### config.mk
export PLATFORM = sky130hd
export DESIGN_NAME = forwarding_unit
export DESIGN_NICKNAME = d
export VERILOG_FILES = /design/src/rtl/forwarding_unit.sv
export SDC_FILE = /design/constraint.sdc
export NUM_CORES = 1
export LEC_CHECK = 0
export CAP_MARGIN = 30
export CORE_MARGIN = 5
export CORE_UTILIZATION = 51
export DETAILED_ROUTE_END_ITERATION = 6
export PLACE_DENSITY_LB_ADDON = 0.3
export SYNTH_ARGS = -nofsm -noshare
export SYNTH_HDL_FRONTEND = slang
export SYNTH_SLANG_ARGS = --single-unit
### constraint.sdc
create_clock -name clk -period 4.3 [get_ports clk]
set_clock_uncertainty 0.1 [all_clocks]
set_input_delay 0.86 -clock clk [delete_from_list [all_inputs] [get_ports clk]]
set_output_delay 0.86 -clock clk [all_outputs]
set_load 0.005 [all_outputs]
### src/rtl/forwarding_unit.sv
// EX-stage operand bypass select generation for the pipelined CPU, with
// registered select copies and saturating forwarding-event counters.
module forwarding_unit #(
    parameter int unsigned REG_AW     = 3,
    parameter int unsigned CNT_W      = 16,
    parameter bit          R0_IS_ZERO = 1'b0
) (
    input  logic              clk,
    input  logic              rst_n,
    input  logic [REG_AW-1:0] EX_rs,
    input  logic [REG_AW-1:0] EX_rt,
    input  logic [REG_AW-1:0] MEM_rd,
    input  logic [REG_AW-1:0] WB_rd,
    input  logic              MEM_regwrite,
    input  logic              WB_regwrite,
    input  logic              cnt_clr,
    output logic [1:0]        mux_in1,
    output logic [1:0]        mux_in2,
    output logic [1:0]        mux_in1_q,
    output logic [1:0]        mux_in2_q,
    output logic              fwd_any,
    output logic [CNT_W-1:0]  mem_fwd_cnt,
    output logic [CNT_W-1:0]  wb_fwd_cnt
);

    localparam logic [1:0] SEL_RF  = 2'b00;
    localparam logic [1:0] SEL_MEM = 2'b01;
    localparam logic [1:0] SEL_WB  = 2'b10;

    logic mem_valid;
    logic wb_valid;
    logic mem_hit;
    logic wb_hit;

    // A stage is a forwarding source only if it writes a real (non-hardwired) register
    assign mem_valid = MEM_regwrite && !(R0_IS_ZERO && (MEM_rd == '0));
    assign wb_valid  = WB_regwrite  && !(R0_IS_ZERO && (WB_rd  == '0));

    // MEM holds the newer value, so it wins over WB
    always_comb begin
        mux_in1 = SEL_RF;
        if (mem_valid && (MEM_rd == EX_rs)) begin
            mux_in1 = SEL_MEM;
        end else if (wb_valid && (WB_rd == EX_rs)) begin
            mux_in1 = SEL_WB;
        end
    end

    always_comb begin
        mux_in2 = SEL_RF;
        if (mem_valid && (MEM_rd == EX_rt)) begin
            mux_in2 = SEL_MEM;
        end else if (wb_valid && (WB_rd == EX_rt)) begin
            mux_in2 = SEL_WB;
        end
    end

    assign fwd_any = (mux_in1 != SEL_RF) || (mux_in2 != SEL_RF);
    assign mem_hit = (mux_in1 == SEL_MEM) || (mux_in2 == SEL_MEM);
    assign wb_hit  = (mux_in1 == SEL_WB)  || (mux_in2 == SEL_WB);

    always_ff @(posedge clk or negedge rst_n) begin
        if (!rst_n) begin
            mux_in1_q <= SEL_RF;
            mux_in2_q <= SEL_RF;
        end else begin
            mux_in1_q <= mux_in1;
            mux_in2_q <= mux_in2;
        end
    end

    // Saturating event counters; clear beats increment
    always_ff @(posedge clk or negedge rst_n) begin
        if (!rst_n) begin
            mem_fwd_cnt <= '0;
            wb_fwd_cnt  <= '0;
        end else if (cnt_clr) begin
            mem_fwd_cnt <= '0;
            wb_fwd_cnt  <= '0;
        end else begin
            if (mem_hit && (mem_fwd_cnt != '1)) begin
                mem_fwd_cnt <= mem_fwd_cnt + CNT_W'(1);
            end
            if (wb_hit && (wb_fwd_cnt != '1)) begin
                wb_fwd_cnt <= wb_fwd_cnt + CNT_W'(1);
            end
        end
    end

endmodule

==> reports/metrics.sh <==
P_INT_uW=517
CLOCK_TREE.BUFFER_DEPTH=2
INSERTED_CLOCK_BUFFERS=5
POST_SYNTH.CELL_AREA_AVG_UM2=9.60
YOSYSTOPAREACELL='sky130_fd_sc_hd__dfrtp_1'
SLEW-LIMIT-HEADROOM_PCT=44.3
SYN_INST=215
FINALCRITICALPERIOD_NS=3.68
ANTENNA_CELLS_INSERTED=0
VIAS=1838
SYNTH_SEQ_CELLS=36
OVERALL_GLOBAL_ROUTING_USAGE_PCT=20.1
GRT-OVFL-TOTAL=0
FP.COREAREA_MM2=0.00397
DPL-INSTANCE-AREA_MM2=0.00268
REPORT.FINAL.SLEW_VIOL_COUNT=0
HOLD_CLASS='reg2reg'
SYNTH_TOP_CELL_AREA_SHARE_PCT=43.7
TRITONCTS='done'
SYNTH.AREA.TOP_CELLS='sky130_fd_sc_hd__dfrtp_1 (44%), sky130_fd_sc_hd__xor2_1 (6.8%), sky130_fd_sc_hd__nor2_1 (4.4%)'
POWER.DENSITY_mW_PER_MM2=247
MAX_CAP_VIOLATIONS=0
FP.DIEH_UM=73.6
CORE.ROWCOUNT=23
SYNTH_ENABLE_FLOP_CELLS=0
DIE_W_UM=73.6
CTS_ROOT_BUF='sky130_fd_sc_hd__clkbuf_8'
GRT_ANTENNA_BEFORE_REPAIR=0
SYNTH-SEQ-AREA-SHARE_PCT=43.7
BUFFER_PORTS.INSERTED=57
STARTPOINT_TYPE='input port'
FIN_NETS=293
POST_CTS_SETUP_BUFFER_COUNT=0
REPORT.FINAL.HOLD_VIOL_COUNT=0
SWITCHING_POWER_uW=166
WIRE_LENGTH_OF_THE_FIRST_GLOBAL_ROUTING_PASS_UM=8540
CTS_HOLD_BUF=0
YOSYSUNIQUECELLTYPES=45
FILL_CELLS=341
REMAINING_DRC_ERRORS=0
TIMING.FMAX_MHz=272
POSTSYNTH.TOPFLOPCELL='sky130_fd_sc_hd__dfrtp_1'
ROUTE.DETAILED.WL_PER_INST_UM=15.1
SYNTH_ASYNC_SR_FLOP_SHARE_PCT=100
SETUP-TNS-FINAL_NS=0
DETAIL-ROUTE-ANTENNA-NETS=0
MAPPEDNETLISTNETS=234
FINAL_LAYOUT_SIZE_SUFFIX_GT1_SHARE_PCT=7.27
LAYOUT-AREA-OVERHEAD-VS-SYNTH_PCT=34.2
STDCELL_AREA_MM2=0.00277
TIMING_WORST_SLEW_PIN_VALUE_NS=0.830
FIN_CRIT_SH_PCT=85.6
FIRSTDRTPASSITERS=4
WORSTSKEWPAIRLATENCY_NS=0.28
SETUP.WORST_PATH.CLASS='in2out'
FIRST_ITER_VIOLATIONS=74
PLACE.GP.CONGESTION=0.821
CLK_PIN_SLEW_NS=0.07
NUM_IO_PINS=58
POWER_FRAC_COMB_PCT=13.4
SWITCHING_SHARE_PCT=24.3
RSZ_0062_RAISED_AFTER_GLOBAL_ROUTING='no'
YOSYS_WARNINGS=0
TIMING.CRITICAL_PATH.FANOUT_MAX=4
ROUTE.DETAILED.VIAS_PER_INST=5.66
MAPPEDNETLISTAREA_MM2=0.00206
PLACE.DETAILED.HPWL_UM=3660
GRT_PASS1_VIAS=1892
RUN_STATUS='completed'
TOTAL_WIRE_LENGTH_UM=4920
PIN_COUNT_OF_THE_BIGGEST_NET_ENTERING_GLOBAL_ROUTING=37
DIE_AREA_MM2=0.00542
TIMING.FINAL.SETUP_VIOLATIONS=0
REQUIRED_TIME_AT_THE_ENDPOINT_OF_THE_CRITICAL_PATH_NS=3.34
TOTAL_POWER_uW=683
INITIAL_UTILIZATION_PCT=52.0
CTS.REPAIR.RESIZED=0
P_LEAK_uW=0.00108
TIMING.CRITICAL_PATH.ARRIVAL_NS=2.72
WORST_IR_DROP_VDD_uV=186
NUMCLOCKSINKS=36
SEQUENTIALPOWERSHARE_PCT=50.7
POWER.SHARE.CLOCK_PCT=35.9
CTS.HTREE.LEVELS=2
FINAL_CORE_UTIL_PCT=69.7
WORST_SETUP_END_KIND='output pin'
==> cells by family after synthesis <==
logic type	count (synthesis)	share of synthesized area, %
mux	3	1.58
flops	36	43.7
fa+ha+maj	2	1.21
compound gates	39	13.2
xor+xnor	26	11.0
simple gates	92	25.6
buf+inv	17	3.76
==> path summary, 6_finish.rpt <==
check | start | endpoint | depth (start not counted) | slack, ns
hold / removal | wb_fwd_cnt[9] | wb_fwd_cnt[9] | 2 | 0.48
setup / recovery | EX_rs[1] | mux_in1[1] | 6 | 0.62
hold reg to reg | wb_fwd_cnt[9] | wb_fwd_cnt[9] | 2 | 0.48
max in group asynchronous | rst_n | mem_fwd_cnt[8] | 2 | 2.90
setup reg to reg | wb_fwd_cnt[0] | wb_fwd_cnt[2] | 6 | 1.78
min in group asynchronous | rst_n | wb_fwd_cnt[2] | 2 | 0.89
==> metal layers <==
layer	GRT usage, %	share of wire, %	routed length, µm	up-vias
met2	35.2	53	2590	40
met5	0	0	0	-
met3	4.24	4.2	205	8
met4	5.63	1.5	72	0
met1	24.7	42	2050	894
li1	-	-	-	896
==> sequential cells by signal, indices dropped and copies added (netlist names) <==
name and cells:
mux_in1_q 2, mux_in2_q 2, mem_fwd_cnt 16, wb_fwd_cnt 16
==> placed cells by master, fill, tap and decap left out, types with 2 or more instances in the layout <==
cell type / count
sky130_fd_sc_hd__o21ai_0: 6
sky130_fd_sc_hd__a21oi_1: 13
sky130_fd_sc_hd__a41oi_1: 2
sky130_fd_sc_hd__or4b_1: 2
sky130_fd_sc_hd__nand3_1: 14
sky130_fd_sc_hd__or3_1: 4
sky130_fd_sc_hd__mux2_1: 2
sky130_fd_sc_hd__ha_1: 2
sky130_fd_sc_hd__dfrtp_1: 36
sky130_fd_sc_hd__clkbuf_1: 2
sky130_fd_sc_hd__xnor2_1: 10
sky130_fd_sc_hd__nor2_1: 24
sky130_fd_sc_hd__o31ai_1: 6
sky130_fd_sc_hd__clkdlybuf4s50_1: 57
sky130_fd_sc_hd__inv_1: 8
sky130_fd_sc_hd__clkbuf_8: 6
sky130_fd_sc_hd__and2_1: 4
sky130_fd_sc_hd__nor2b_1: 3
sky130_fd_sc_hd__nor3_2: 3
sky130_fd_sc_hd__xor2_1: 16
sky130_fd_sc_hd__or4_1: 7
sky130_fd_sc_hd__and3_1: 3
sky130_fd_sc_hd__nand2_1: 7
sky130_fd_sc_hd__nor3_1: 5
sky130_fd_sc_hd__o41ai_1: 3
sky130_fd_sc_hd__nand4_1: 7
sky130_fd_sc_hd__and4_1: 2
sky130_fd_sc_hd__buf_4: 4
==> Yosys cell counts (5+ instances only) <==
cell / count
sky130_fd_sc_hd__dfrtp_1: 36
sky130_fd_sc_hd__nor3_1: 5
sky130_fd_sc_hd__clkbuf_1: 5
sky130_fd_sc_hd__o21ai_0: 6
sky130_fd_sc_hd__xnor2_1: 10
sky130_fd_sc_hd__xor2_1: 16
sky130_fd_sc_hd__nand3_1: 14
sky130_fd_sc_hd__inv_1: 8
sky130_fd_sc_hd__nand4_1: 7
sky130_fd_sc_hd__o31ai_1: 6
sky130_fd_sc_hd__a21oi_1: 13
sky130_fd_sc_hd__nand2_1: 7
sky130_fd_sc_hd__nor2_1: 24
sky130_fd_sc_hd__or4_1: 7
==> per-stage QoR <==
step                      cells  worst slack, ns  hold slack, ns
after floorplan             215             1.55           0.445
after global placement      317            0.675           0.455
after detailed placement    317            0.631           0.472
after CTS                   325            0.612           0.484
after global routing        325            0.484           0.507
final                       325            0.621           0.485
==> area by class of cell <==
class	count	area [µm²]	share of cell area [%]
Multi-Input combinational cell	162	1080	39.2
Sequential cell	36	901	32.5
Timing Repair Buffer	61	601	21.7
Clock buffer	8	90.1	3.25
Tap cell	50	62.6	2.26
Inverter	8	30.0	1.08
==> power groups by stage <==
stage | logic (µW) | registers (µW) | clock network [µW]
6_report | 91.6 | 346 | 245
5_1_grt | 101 | 347 | 268
4_1_cts | 93.1 | 347 | 252
3_5_place_dp | 93.0 | 353 | 0
3_3_place_gp | 91.2 | 352 | 0
2_1_floorplan | 44.1 | 353 | 0
==> worst max-delay path, stage by stage <==
cell                              delay, ns
sky130_fd_sc_hd__clkdlybuf4s50_1       0.51
sky130_fd_sc_hd__xor2_1                0.22
sky130_fd_sc_hd__nor3_2                0.10
sky130_fd_sc_hd__and2_1                0.19
sky130_fd_sc_hd__nor3_1                0.27
sky130_fd_sc_hd__clkdlybuf4s50_1       0.57
(Power assumes the default switching activity.)
